`src/rtl/bubble_host_pkg.sv`:
```
`default_nettype none
// ============================================================================
//  Module      : bubble_host_pkg
//  Description : Shared definitions for the bubble host sequencer: sequencer
//                state enumeration, default widths and default timing
//                intervals (in master_clock cycles). The widths are also
//                shared with the drive top's timing generator.
//  Revision    : 1.0  initial release
// ============================================================================
package bubble_host_pkg;

    localparam int c_cnt_w          = 24;
    localparam int c_page_w         = 12;

    localparam int c_t_boot_shift   = 2193872;
    localparam int c_t_boot_loop    = 211;
    localparam int c_t_rep_delay    = 500;
    localparam int c_t_rep_width    = 341;
    localparam int c_t_shift_tail   = 336991;
    localparam int c_t_gap          = 37500;

    typedef enum logic [3:0] {
        ST_IDLE       = 4'd0,
        ST_BOOT_SHIFT = 4'd1,
        ST_BOOT_WAIT  = 4'd2,
        ST_SEEK       = 4'd3,
        ST_REP_PULSE  = 4'd4,
        ST_SHIFT_TAIL = 4'd5,
        ST_GAP        = 4'd6,
        ST_REP_DELAY  = 4'd7,
        ST_DONE       = 4'd8
    } state_t;

    // Busy covers every state except the two resting ones.
    function automatic logic is_busy(input state_t s);
        return !((s == ST_IDLE) || (s == ST_DONE));
    endfunction

    // States in which the host holds the shift request low.
    function automatic logic shift_low(input state_t s);
        return (s == ST_BOOT_SHIFT) || (s == ST_SEEK) || (s == ST_REP_PULSE) ||
               (s == ST_SHIFT_TAIL) || (s == ST_REP_DELAY);
    endfunction

endpackage
`default_nettype wire

```
`src/rtl/bubble_interval_timer.sv`:
```
`default_nettype none
// ============================================================================
//  Module      : bubble_interval_timer
//  Description : Loadable down-counter used to time every sequencer state.
//                A load of T programs T-1 so that o_zero is reached after
//                exactly T cycles; a load of 0 behaves like 1.
//  Ports       : clk, rst_n (async, active-low), i_load, i_load_val[CNT_W],
//                o_zero (counter currently reads 0)
//  Revision    : 1.0  initial release
// ============================================================================
module bubble_interval_timer
    import bubble_host_pkg::*;
#(
    parameter int CNT_W = c_cnt_w
) (
    input  logic             clk,
    input  logic             rst_n,
    input  logic             i_load,
    input  logic [CNT_W-1:0] i_load_val,
    output logic             o_zero
);

    logic [CNT_W-1:0] r_count;

    always_ff @(posedge clk or negedge rst_n) begin
        if (!rst_n) begin
            r_count <= '0;
        end else if (i_load) begin
            r_count <= (i_load_val == '0) ? '0 : (i_load_val - CNT_W'(1));
        end else if (r_count != '0) begin
            r_count <= r_count - CNT_W'(1);
        end
    end

    assign o_zero = (r_count == '0);

endmodule
`default_nettype wire

```
`src/rtl/bubble_host_sequencer.sv`:
```
`default_nettype none
// ============================================================================
//  Module      : bubble_host_sequencer
//  Description : Host-side access sequencer for the bubble drive emulator.
//                Runs a bootloader phase (boot_start) or a multi-page read
//                burst (read_start), driving the active-low shift and
//                replicate strobes and the bootloop flag.
//  Ports       : master_clock, power_good (async active-low reset),
//                boot_start, read_start, abort, page_start[PAGE_W],
//                page_count[PAGE_W], seek_delay[CNT_W] ->
//                bubble_shift_enable, replicator_enable, bootloop_enable,
//                busy, done, page_addr[PAGE_W]
//  Revision    : 1.0  initial release
// ============================================================================
module bubble_host_sequencer
    import bubble_host_pkg::*;
#(
    parameter int CNT_W        = c_cnt_w,
    parameter int PAGE_W       = c_page_w,
    parameter int T_BOOT_SHIFT = c_t_boot_shift,
    parameter int T_BOOT_LOOP  = c_t_boot_loop,
    parameter int T_REP_DELAY  = c_t_rep_delay,
    parameter int T_REP_WIDTH  = c_t_rep_width,
    parameter int T_SHIFT_TAIL = c_t_shift_tail,
    parameter int T_GAP        = c_t_gap
) (
    input  logic              master_clock,
    input  logic              power_good,
    input  logic              boot_start,
    input  logic              read_start,
    input  logic              abort,
    input  logic [PAGE_W-1:0] page_start,
    input  logic [PAGE_W-1:0] page_count,
    input  logic [CNT_W-1:0]  seek_delay,
    output logic              bubble_shift_enable,
    output logic              replicator_enable,
    output logic              bootloop_enable,
    output logic              busy,
    output logic              done,
    output logic [PAGE_W-1:0] page_addr
);

    state_t            r_state;
    state_t            w_next;
    logic [PAGE_W-1:0] r_remaining;
    logic              w_empty_req;
    logic              w_load;
    logic [CNT_W-1:0]  w_load_val;
    logic              w_zero;

    // Next-state decision. The timer is reloaded on every state change so
    // that the interval for the new state starts on the entry edge.
    always_comb begin
        w_next      = r_state;
        w_empty_req = 1'b0;
        case (r_state)
            ST_IDLE: begin
                if (!abort) begin
                    if (boot_start) begin
                        w_next = ST_BOOT_SHIFT;
                    end else if (read_start) begin
                        if (page_count != '0) begin
                            w_next = ST_SEEK;
                        end else begin
                            w_empty_req = 1'b1;
                        end
                    end
                end
            end
            ST_BOOT_SHIFT: if (w_zero) w_next = ST_BOOT_WAIT;
            ST_BOOT_WAIT:  if (w_zero) w_next = ST_DONE;
            ST_SEEK:       if (w_zero) w_next = ST_REP_PULSE;
            ST_REP_PULSE:  if (w_zero) w_next = ST_SHIFT_TAIL;
            ST_SHIFT_TAIL: begin
                // Remaining is decremented on this exit, so 1 means last page.
                if (w_zero) w_next = (r_remaining == PAGE_W'(1)) ? ST_DONE : ST_GAP;
            end
            ST_GAP:        if (w_zero) w_next = ST_REP_DELAY;
            ST_REP_DELAY:  if (w_zero) w_next = ST_REP_PULSE;
            ST_DONE:       w_next = ST_IDLE;
            default:       w_next = ST_IDLE;
        endcase
        if (abort && is_busy(r_state)) begin
            w_next = ST_IDLE;
        end
    end

    assign w_load = (w_next != r_state);

    always_comb begin
        w_load_val = '0;
        case (w_next)
            ST_BOOT_SHIFT: w_load_val = CNT_W'(T_BOOT_SHIFT);
            ST_BOOT_WAIT:  w_load_val = CNT_W'(T_BOOT_LOOP);
            ST_SEEK:       w_load_val = seek_delay;
            ST_REP_PULSE:  w_load_val = CNT_W'(T_REP_WIDTH);
            ST_SHIFT_TAIL: w_load_val = CNT_W'(T_SHIFT_TAIL);
            ST_GAP:        w_load_val = CNT_W'(T_GAP);
            ST_REP_DELAY:  w_load_val = CNT_W'(T_REP_DELAY);
            default:       w_load_val = '0;
        endcase
    end

    bubble_interval_timer #(
        .CNT_W (CNT_W)
    ) u_timer (
        .clk        (master_clock),
        .rst_n      (power_good),
        .i_load     (w_load),
        .i_load_val (w_load_val),
        .o_zero     (w_zero)
    );

    // Outputs are decoded from the state being entered so they change on the
    // entry edge and stay registered.
    always_ff @(posedge master_clock or negedge power_good) begin
        if (!power_good) begin
            r_state             <= ST_IDLE;
            r_remaining         <= '0;
            bubble_shift_enable <= 1'b1;
            replicator_enable   <= 1'b1;
            bootloop_enable     <= 1'b0;
            busy                <= 1'b0;
            done                <= 1'b0;
            page_addr           <= '0;
        end else begin
            r_state             <= w_next;
            bubble_shift_enable <= !shift_low(w_next);
            replicator_enable   <= (w_next != ST_REP_PULSE);
            busy                <= is_busy(w_next);
            done                <= (w_next == ST_DONE) || w_empty_req;

            // Sticky until power_good drops; abort leaves it alone.
            if ((r_state == ST_BOOT_WAIT) && (w_next == ST_DONE)) begin
                bootloop_enable <= 1'b1;
            end

            if ((r_state == ST_IDLE) && (w_next == ST_SEEK)) begin
                page_addr   <= page_start;
                r_remaining <= page_count;
            end else if ((r_state == ST_SHIFT_TAIL) && (w_next != r_state) && !abort) begin
                r_remaining <= r_remaining - PAGE_W'(1);
            end

            if ((r_state == ST_GAP) && (w_next == ST_REP_DELAY)) begin
                page_addr <= page_addr + PAGE_W'(1);
            end
        end
    end

endmodule
`default_nettype wire

```
`config.mk`:
```
export PLATFORM = sky130hd
export DESIGN_NAME = bubble_host_sequencer
export DESIGN_NICKNAME = d
export VERILOG_FILES = /design/src/rtl/bubble_host_pkg.sv /design/src/rtl/bubble_interval_timer.sv /design/src/rtl/bubble_host_sequencer.sv
export SDC_FILE = /design/constraint.sdc
export NUM_CORES = 1
export LEC_CHECK = 0
export CORE_AREA = 4 4 100 102
export CTS_CLUSTER_DIAMETER = 150
export DETAILED_ROUTE_END_ITERATION = 7
export DIE_AREA = 0 0 104 106
export PLACE_DENSITY_LB_ADDON = 0.08
export SLEW_MARGIN = 10
export SYNTH_ARGS = -nofsm -noshare
export SYNTH_HDL_FRONTEND = slang
export SYNTH_SLANG_ARGS = --single-unit
export TNS_END_PERCENT = 1
```
`constraint.sdc`:
```
create_clock -name master_clock -period 5.6 [get_ports master_clock]
set_clock_uncertainty 0.15 [all_clocks]
set_input_delay 1.12 -clock master_clock [delete_from_list [all_inputs] [get_ports master_clock]]
set_output_delay 1.12 -clock master_clock [all_outputs]
set_load 0.02 [all_outputs]
```
==> results.cfg <==
[logic_synthesis]
yosys.area.top_type = dfrtp_1
ys_ff_latch = 57
synth_area_per_cell_um2 = 8.06
synth_ff_type = dfrtp_1
async_flop_share_pct = 100
seq_area_frac_synth_pct = 32.2
synthTopCellsByArea = dfrtp_1 31%, xnor2_1 6.3%, nand2_1 4.6%
synth_top_area_share_pct = 31.0
yosys_warnings = 0
synth-edff-count = 0
synth_cells = 551
yosys.cell_types.count = 70
syn-cell-area_mm2 = 0.00444
synth_fp_nets = 611

[routing]
wl_per_cell_um = 20.4
vias = 4774
first_iter_violations = 311
dr.pass1.iters = 5
ant_nets = 0
wirelength_um = 14900
viasPerCell = 6.53
route.detailed.drc = 0

[final_layout]
nFillCells = 862
syn2layout_area_growth_pct = 22.6
diodes = 0
layout.nets = 676
final_area_mm2 = 0.00545
mostFrequentLayoutCells = 68 x clkdlybuf4s50_1, 55 x dfrtp_1, 54 x nand2_1
drive_gt1_share_pct = 7.90
final_core_util_pct = 59.8
final_common_cell = clkdlybuf4s50_1
post_layout_nonfiller_instances = 731

[clocking]
cts-root-buf = clkbuf_8
clock_latency_ns = 0.35
cts.path.max_buffers = 2
cts_hold_buf = 0
path_clk_slew_ns = 0.08
cts_tree = done
post_cts_buffers = 0
cts-resized-gates = 0
cts_made_buffers = 9
h-tree-depth = 3
cts.sinks = 57

[pwr]
p_per_area_mw_per_mm2 = 547
irDropWorstVdd_mv = 0.261
cellLeakagePower_nw = 2.00
power.total_mw = 2.98

[setup_path]
arrival_ns = 4.84
critPathMaxFanout = 23
worstPathRequired_ns = 5.65
rrSetupSlack_ns = 0.81
worstRegToRegCells = 14
startpoint_type = flip-flop
r2r_start = u_timer.r_count[18]
end_kind = flip-flop
worstSetupPathType = flip-flop to flip-flop
r2r-end = u_timer.r_count[14]

[sta]
slew_viol_final = 0
finalSetupViolCount = 0
max_clock_freq_ghz = 0.209
finalCritPeriodShare_pct = 85.5
timing.hold.ws_ns = 0.337
setup_tns_ns = 0
rsz0062_at_grt = false
fin_crit_ns = 4.79
worstMarginPinSlew_ns = 0.990
worst_slack_ns = 0.812
hold_viol_final = 0
max_slew_margin_pct = 33.5

[flow_run]
cap_violations = 0

[placed_design]
placed_area_mm2 = 0.00525
preCtsSetupSlack_ns = 0.655
portBuffers = 69
place_inst = 716
gp_congestion = 1.01
dp_hpwl_um = 11200

[die]
core_mm2 = 0.00911
core.rowCount = 35
die_area_mm2 = 0.0110
die_w_um = 104
dieHeight_um = 106
start_util_pct = 48.8
ioPinCount = 70

[grt]
grt_start_max_net_pins = 58
grt_pass1_vias = 4578
antenna_found_initial = 0
grt.total_usage_pct = 26.5
grt_pass1_wl_um = 23400
grt-ovfl-total = 0

[hold_path]
hold_path_depth = 1
min_to = bootloop_enable
min_path_type = flip-flop to flip-flop
hp-start = bootloop_enable

[status]
status = completed
critical path, cell delays in order (launching register included):
cell and delay (ns):
dfrtp_1 0.42, nor4_1 0.68, nand4_1 0.45, a2111o_1 0.52, nand3_1 0.14, buf_4 0.28
nor3_1 0.09, buf_4 0.15, o21ai_0 0.30, ha_1 0.29, o41a_1 0.20, or3b_4 0.41
nor4_2 0.29, xor2_1 0.19, o22ai_1 0.09
final cells by class:
| class | instances | area (µm²) | area share, % |
|---|---|---|---|
| Clock buffer | 10 | 138 | 2.53 |
| Clock inverter | 5 | 56.3 | 1.03 |
| Inverter | 14 | 52.6 | 0.965 |
| Multi-Input combinational cell | 450 | 2840 | 52.0 |
| Sequential cell | 57 | 1430 | 26.2 |
| Tap cell | 111 | 139 | 2.55 |
| Timing Repair Buffer | 84 | 798 | 14.7 |
registers in the layout, indices dropped and copies added (netlist names):
register	flops
replicator_enable	1
bubble_shift_enable	1
u_timer.r_count	24
bootloop_enable	1
r_state	4
page_addr	12
r_remaining	12
done	1
busy	1
layer usage:
layer | track usage, % | share of wire (%) | up-vias
met2 | 42.5 | 46 | 258
li1 | - | - | 2222
met1 | 33.4 | 41 | 2247
met5 | 0 | 0 | -
met4 | 15.6 | 5.3 | 0
met3 | 4.68 | 7.6 | 47
synthesized netlist by cell type, drive strengths merged, types with 15 or more instances:
library cell,count
nor3,25
nand3,20
nor2,47
a21oi,32
xnor2,32
dfrtp,55
a211oi,15
o21ai,33
nor4,21
clkbuf,22
o22ai,18
nand2,55
worst max-delay path by stage:
stage                             start                   to  slack, ns  cells after the start
floorplan                 page_count[0]  u_timer.r_count[14]       1.16                     14
global placement         seek_delay[18]   u_timer.r_count[2]       0.74                     10
detailed placement                abort  u_timer.r_count[14]       0.65                     14
CTS                      r_remaining[2]   u_timer.r_count[2]       0.90                     12
global route        u_timer.r_count[19]   u_timer.r_count[2]       0.51                     12
finish              u_timer.r_count[18]  u_timer.r_count[14]       0.81                     14
report_power, final:
| group | leakage [nW] | internal (mW) | switching (mW) |
|---|---|---|---|
| logic | 1.21 | 0.706 | 1.09 |
| clock network | 0.0981 | 0.215 | 0.190 |
| registers | 0.697 | 0.596 | 0.185 |
| total | 2.00 | 1.52 | 1.46 |
logic make-up (layout without fill, tap and decap cells):
logic type / count (synthesis) / in the layout / synth area share, %
simple gates: 229 / 229 / 26.6
compound gates: 163 / 163 / 24.9
xor+xnor: 46 / 46 / 9.07
fa+ha+maj: 7 / 7 / 1.97
flops: 57 / 57 / 32.2
buf+inv: 44 / 113 / 4.08
mux: 5 / 5 / 1.15
Note: power is estimated with default switching activity, not from simulation.
